**src/rtl/fpu_issue_sequencer.sv**
```systemverilog
// rtl/fpu_issue_sequencer.sv - single-outstanding FPU issue/writeback sequencer; optional WAIT watchdog under FPU_ISSUE_TIMEOUT_EN
module fpu_issue_sequencer #(
  parameter int EXP_WIDTH      = 8,
  parameter int MAN_WIDTH      = 23,
  parameter int DEPTH          = 4,
  parameter int RD_WIDTH       = 5,
  parameter int TIMEOUT_CYCLES = 1024,
  localparam int IEEE_W        = 1 + EXP_WIDTH + MAN_WIDTH
) (
  input  logic                clk,
  input  logic                reset,
  input  logic                req_valid,
  output logic                req_ready,
  input  logic [2:0]          req_op,
  input  logic [2:0]          req_rm,
  input  logic [RD_WIDTH-1:0] req_rd,
  input  logic [IEEE_W-1:0]   req_a,
  input  logic [IEEE_W-1:0]   req_b,
  output logic [2:0]          fpu_operator,
  output logic [2:0]          fpu_rounding_mode,
  output logic [IEEE_W-1:0]   fpu_op1,
  output logic [IEEE_W-1:0]   fpu_op2,
  output logic [3:0]          fpu_tag,
  output logic                fpu_in_valid,
  output logic                fpu_cpu_ready,
  input  logic                fpu_ready,
  input  logic                fpu_result_valid,
  input  logic [3:0]          fpu_tag_out,
  input  logic [IEEE_W-1:0]   fpu_result,
  input  logic                fpu_exception,
  output logic                wb_valid,
  input  logic                wb_ready,
  output logic [RD_WIDTH-1:0] wb_rd,
  output logic [IEEE_W-1:0]   wb_data,
  output logic                wb_exc,
  output logic                busy,
  output logic                err_tag,
  output logic                err_timeout,
  output logic                err_spurious,
  input  logic                err_clr
);

  localparam int AW = (DEPTH > 1) ? $clog2(DEPTH) : 1;

  typedef enum logic [1:0] {S_IDLE, S_ISSUE, S_WAIT, S_WB} state_t;
  state_t state_q, state_d;

  logic [2:0]          mem_op [DEPTH];
  logic [2:0]          mem_rm [DEPTH];
  logic [RD_WIDTH-1:0] mem_rd [DEPTH];
  logic [IEEE_W-1:0]   mem_a  [DEPTH];
  logic [IEEE_W-1:0]   mem_b  [DEPTH];
  logic [AW-1:0]       wr_ptr_q, rd_ptr_q;
  logic [AW:0]         count_q;
  logic                push, pop, empty, full;

  logic [2:0]          op_q, op_d, rm_q, rm_d;
  logic [IEEE_W-1:0]   a_q, a_d, b_q, b_d;
  logic [3:0]          tag_q, tag_d, tag_cnt_q, tag_cnt_d;
  logic [RD_WIDTH-1:0] wb_rd_q, wb_rd_d;
  logic [IEEE_W-1:0]   wb_data_q, wb_data_d;
  logic                wb_exc_q, wb_exc_d;
  logic                err_tag_q, err_spurious_q;
  logic                err_tag_set, spurious_set, timeout_hit;

  assign full      = (count_q == (AW+1)'(DEPTH));
  assign empty     = (count_q == '0);
  assign req_ready = !full;
  assign push      = req_valid && !full;

  // FIFO storage; pointers wrap naturally because DEPTH is a power of two
  always_ff @(posedge clk) begin
    if (push) begin
      mem_op[wr_ptr_q] <= req_op;
      mem_rm[wr_ptr_q] <= req_rm;
      mem_rd[wr_ptr_q] <= req_rd;
      mem_a[wr_ptr_q]  <= req_a;
      mem_b[wr_ptr_q]  <= req_b;
    end
  end

  // FIFO pointers and occupancy
  always_ff @(posedge clk or posedge reset) begin
    if (reset) begin
      wr_ptr_q <= '0;
      rd_ptr_q <= '0;
      count_q  <= '0;
    end else begin
      if (push) wr_ptr_q <= wr_ptr_q + 1'b1;
      if (pop)  rd_ptr_q <= rd_ptr_q + 1'b1;
      if (push && !pop)      count_q <= count_q + 1'b1;
      else if (!push && pop) count_q <= count_q - 1'b1;
    end
  end

`ifdef FPU_ISSUE_TIMEOUT_EN
  localparam int TW = $clog2(TIMEOUT_CYCLES + 1);
  logic [TW-1:0] wait_cnt_q;
  logic          err_timeout_q;

  assign timeout_hit = (state_q == S_WAIT) && !fpu_result_valid &&
                       (wait_cnt_q == TW'(TIMEOUT_CYCLES - 1));
  assign err_timeout = err_timeout_q;

  // Watchdog: counts WAIT cycles from zero, sticky flag on expiry
  always_ff @(posedge clk or posedge reset) begin
    if (reset) begin
      wait_cnt_q    <= '0;
      err_timeout_q <= 1'b0;
    end else begin
      wait_cnt_q    <= (state_q == S_WAIT) ? wait_cnt_q + 1'b1 : '0;
      err_timeout_q <= timeout_hit | (err_timeout_q & ~err_clr);
    end
  end
`else
  assign timeout_hit = 1'b0;
  assign err_timeout = 1'b0;
`endif

  assign spurious_set = fpu_result_valid && (state_q != S_WAIT);

  // Next state, FIFO pop and issue/writeback register loads
  always_comb begin
    state_d     = state_q;
    pop         = 1'b0;
    op_d        = op_q;
    rm_d        = rm_q;
    a_d         = a_q;
    b_d         = b_q;
    tag_d       = tag_q;
    tag_cnt_d   = tag_cnt_q;
    wb_rd_d     = wb_rd_q;
    wb_data_d   = wb_data_q;
    wb_exc_d    = wb_exc_q;
    err_tag_set = 1'b0;
    case (state_q)
      S_IDLE: begin
        if (!empty) begin
          wb_rd_d = mem_rd[rd_ptr_q];
          if (mem_op[rd_ptr_q] <= 3'd4) begin
            op_d    = mem_op[rd_ptr_q];
            rm_d    = mem_rm[rd_ptr_q];
            a_d     = mem_a[rd_ptr_q];
            b_d     = mem_b[rd_ptr_q];
            tag_d   = tag_cnt_q;
            state_d = S_ISSUE;
          end else begin
            // Unsupported opcode: retire locally with an exception, never reaches the FPU
            pop       = 1'b1;
            wb_data_d = '0;
            wb_exc_d  = 1'b1;
            state_d   = S_WB;
          end
        end
      end
      S_ISSUE: begin
        if (fpu_ready) begin
          pop       = 1'b1;
          tag_cnt_d = tag_cnt_q + 4'd1;
          state_d   = S_WAIT;
        end
      end
      S_WAIT: begin
        if (fpu_result_valid) begin
          wb_data_d   = fpu_result;
          wb_exc_d    = fpu_exception;
          err_tag_set = (fpu_tag_out != tag_q);
          state_d     = S_WB;
        end else if (timeout_hit) begin
          wb_data_d = '0;
          wb_exc_d  = 1'b1;
          state_d   = S_WB;
        end
      end
      S_WB: begin
        if (wb_ready) state_d = S_IDLE;
      end
      default: state_d = S_IDLE;
    endcase
  end

  // State, issue registers, writeback registers and sticky flags (set beats clear)
  always_ff @(posedge clk or posedge reset) begin
    if (reset) begin
      state_q        <= S_IDLE;
      op_q           <= '0;
      rm_q           <= '0;
      a_q            <= '0;
      b_q            <= '0;
      tag_q          <= '0;
      tag_cnt_q      <= '0;
      wb_rd_q        <= '0;
      wb_data_q      <= '0;
      wb_exc_q       <= 1'b0;
      err_tag_q      <= 1'b0;
      err_spurious_q <= 1'b0;
    end else begin
      state_q        <= state_d;
      op_q           <= op_d;
      rm_q           <= rm_d;
      a_q            <= a_d;
      b_q            <= b_d;
      tag_q          <= tag_d;
      tag_cnt_q      <= tag_cnt_d;
      wb_rd_q        <= wb_rd_d;
      wb_data_q      <= wb_data_d;
      wb_exc_q       <= wb_exc_d;
      err_tag_q      <= err_tag_set | (err_tag_q & ~err_clr);
      err_spurious_q <= spurious_set | (err_spurious_q & ~err_clr);
    end
  end

  assign fpu_operator      = op_q;
  assign fpu_rounding_mode = rm_q;
  assign fpu_op1           = a_q;
  assign fpu_op2           = b_q;
  assign fpu_tag           = tag_q;
  assign fpu_in_valid      = (state_q == S_ISSUE);
  assign fpu_cpu_ready     = fpu_in_valid;
  assign wb_valid          = (state_q == S_WB);
  assign wb_rd             = wb_rd_q;
  assign wb_data           = wb_data_q;
  assign wb_exc            = wb_exc_q;
  assign busy              = !empty || (state_q != S_IDLE);
  assign err_tag           = err_tag_q;
  assign err_spurious      = err_spurious_q;

endmodule

```
**config.mk**
```make
export PLATFORM = sky130hd
export DESIGN_NAME = fpu_issue_sequencer
export DESIGN_NICKNAME = d
export VERILOG_FILES = /design/src/rtl/fpu_issue_sequencer.sv
export SDC_FILE = /design/constraint.sdc
export NUM_CORES = 1
export LEC_CHECK = 0
export ABC_AREA = 1
export BUFFER_PORTS_ARGS = -buffer_cell sky130_fd_sc_hd__buf_2
export CAP_MARGIN = 20
export CORE_MARGIN = 2
export CORE_UTILIZATION = 60
export CTS_BUF_LIST = sky130_fd_sc_hd__clkbuf_4
export DETAILED_ROUTE_END_ITERATION = 10
export PLACE_DENSITY_LB_ADDON = 0.08
export RECOVER_POWER = 50
export SLEW_MARGIN = 20
export SYNTH_ARGS = -nofsm -noshare
export SYNTH_HDL_FRONTEND = slang
export SYNTH_SLANG_ARGS = --single-unit
```
**constraint.sdc**
```tcl
create_clock -name clk -period 9.75 [get_ports clk]
set_input_delay 0 -clock clk [delete_from_list [all_inputs] [get_ports clk]]
set_output_delay 0 -clock clk [all_outputs]
set_load 0.005 [all_outputs]
```
==> metrics <==
outcome complete, but fails checks; violated checks capacitance limit, slew limit; gr ovfl total 0; fin crit share 42.57%; worst hold stages 2; Critical Path Max Stage Delay 0.92 ns; register bit count reported by yosys 427; Vias/cell 5.277; largest net degree at the start of global routing 88; Most common cell on crit path nand2_1; number of global-route vias before repair 12.27k; Root Buffer clkbuf_4; CTS tree built; slowest CP cell dfrtp_4; DIE AREA 0.02913 mm²; DR pass1 iterations 5; most instantiated cells after synthesis edfxtp_1, nand2_1, nor2_1; number of synthesized flops with an enable pin 300; WS Path Type reg -> reg; WP buf/inv 1; initial antenna violation count 4; Die X 170.7 µm; Slew headroom -112.9%; Initial Util 60.50%; post-layout net count 1971; Worst Setup SP rd_ptr_q[0]; Peak Freq 0.2410 GHz; Setup TNS Final 0 ns; Post-Route WL 39860 µm; Routed Antenna Nets 0; Req. time, crit path 10.40 ns; CP Cell Sequence inv_4, nand2_1, nand3_1, nand2_1, nand2_1, nand2_4, nand2_4, nand2_2, nand2_1, nand2_1; Core ar. 0.02755 mm²; Max Transition Viols Final 104; post-synth cell types 32; hold buffer count at CTS 170; Worst R2R Setup Slack 5.60 ns; delay-heaviest family, CP simple AND/OR/NAND/NOR gates; mean routed wirelength per cell 17.22 µm; area occupied by multi-input gates 0.003866 mm²; # fillers 1837; Reg2Reg Depth 10; most common cell in the netlist edfxtp_1; Syn Area/Cell 11.93 µm²; top-area cell type share of the netlist area 54.05%; Synth Flop Type edfxtp_1; worst r2r src rd_ptr_q[0]; Hold Violations, Final 0; Synth area leaders edfxtp_1, dfrtp_1, nand2_1, o21ai_0, nor2_1; non-filler cells, final 2315; total number of vias 12.22k; Worst-Margin Slew 3.176 ns; RSZ-0062 raised after global routing false; Hold WS 0.1125 ns; CP Data Arrival Time 4.80 ns; Yosys warning count 0; drt initial violations 864; share of cells above drive strength 1 17.64%; Residual DRC 0; Synth-to-Final Area Change 26.57%; cell taking the most area after synthesis edfxtp_1; Die Span Y 170.7 µm; synthesized instance count 1397; Worst setup SP type flop; Static Leak 8.848 nW; # rows 61; RePlAce Congestion 0.7380; post-placement cell count 1938; DPL Wire Length 20440 µm; syn nets 1528; clock slew at reported path FFs 0.07 ns; Max-Cap Viols 2; Setup violations, final 0; Max FO, Critical Path 87; worst min path class in -> reg; Mapped Area 0.01667 mm²; CP endpoint kind flop; Power Dens Cells 298.8 mW/mm²; register area 0.01219 mm²; Max VDD drop 0.1793 mV; Hold EP mem_b[0][8]; total CTS buffers 106; cts repair resizes 0; clock sink total 427; sequential share of the synthesized area 73.11%; Setup Skew 0.04552 ns; Tot Pwr 6.304 mW; reg2reg end wb_data[27]; H-tree depth 3; Synth async-reset ratio 29.74%; minimum clock period after layout 4.150 ns; worst hold start req_b[8]; Setup Buffers After CTS 0; clk_lat worst skew 0.74 ns; Clock Path Buffers 3; first-pass GRT wire length 61920 µm; io pins 239; PortBufs 237; GRT Util Overall 27.34%
[cell usage in the layout, fill, tap and decap left out, types with 4 or more instances in the layout]
cell,Yosys,routed
buf_2,25,137
nand2_1,276,276
o22ai_1,68,68
a31oi_1,5,5
clkinv_1,0,26
clkbuf_4,0,168
dfrtp_1,127,125
xor2_1,4,4
diode_2,0,4
buf_4,15,12
nor2_4,1,5
inv_1,57,56
ha_1,11,11
edfxtp_1,300,300
nor2_1,172,168
xnor2_1,7,7
nand3_1,111,111
dlygate4sd3_1,0,172
o21ai_0,153,153
clkbuf_1,41,101
[state kept, by name, indices dropped and copies added, names as in the netlist, 4 cells and up]
| name | count |
|---|---|
| fpu_op1 | 32 |
| fpu_op2 | 32 |
| fpu_tag | 4 |
| mem_a | 128 |
| mem_b | 128 |
| mem_op | 12 |
| mem_rd | 20 |
| mem_rm | 12 |
| tag_cnt_q | 4 |
| wb_data | 32 |
| wb_rd | 5 |
[where the power goes]
part	internal, mW	leakage (nW)	switching (mW)	total (mW)
logic	0.652	3.66	1.42	2.08
clock network	0.837	0.851	0.694	1.53
registers	2.46	4.34	0.234	2.70
[worst max path at each step]
stage | to | slack, ns | cells after the start
after floorplan | mem_a[0][0] | 5.40 | 4
after global placement | fpu_operator[1] | 5.74 | 8
after detailed placement | wb_data[27] | 5.65 | 10
after CTS | wb_data[0] | 5.63 | 10
after global routing | wb_data[23] | 5.23 | 10
final | wb_data[27] | 5.60 | 10
[cell families (layout without fill, tap and decap cells)]
| group | count (synthesis) | after routing | synth area share [%] |
|---|---|---|---|
| adder cells (fa/ha/maj) | 12 | 12 | 0.9458 |
| other | 1 | 5 | 0.02250 |
| flip-flops | 427 | 427 | 73.11 |
| XOR/XNOR | 11 | 11 | 0.5780 |
| AND/OR/NAND/NOR | 569 | 569 | 13.95 |
| buffers and inverters | 146 | 682 | 3.873 |
| AO/OA/AOI/OAI | 231 | 231 | 7.521 |
[area by class of cell]
| cell class | instances | share of cell area [%] |
|---|---|---|
| Inverter | 59 | 1.068 |
| Antenna cell | 4 | 0.04745 |
| Tap cell | 378 | 2.242 |
| Multi-Input combinational cell | 824 | 18.33 |
| Clock inverter | 33 | 0.9134 |
| Clock buffer | 168 | 5.978 |
| Sequential cell | 427 | 57.79 |
| Timing Repair Buffer | 422 | 13.64 |
[metrics by stage]
stage / utilization, % / instance area (µm²) / setup slack, ns
final: 76.57 / 21100 / 5.600
after floorplan: - / 16670 / 5.397
after global routing: 76.57 / 21100 / 5.232
after CTS: 76.94 / 21200 / 5.630
after detailed placement: 65.49 / 18040 / 5.650
after global placement: 65.49 / 18040 / 5.738
[routing by layer]
layer / share of wire [%] / track usage (%) / vias to the layer above
met2: 50 / 46.44 / 505
met1: 41 / 35.12 / 5850
met5: 0 / 0 / -
met3: 7.7 / 6.500 / 56
met4: 1.6 / 8.621 / 0
li1: - / - / 5805
[worst register-to-register path: cells and delay by family, from the launching register on]
| family | cells | cell delay [ns] |
|---|---|---|
| buffers and inverters | 1 | 0.52 |
| DFF | 1 | 0.92 |
| and+or+nand+nor | 9 | 2.65 |
(Power assumes the default switching activity.)
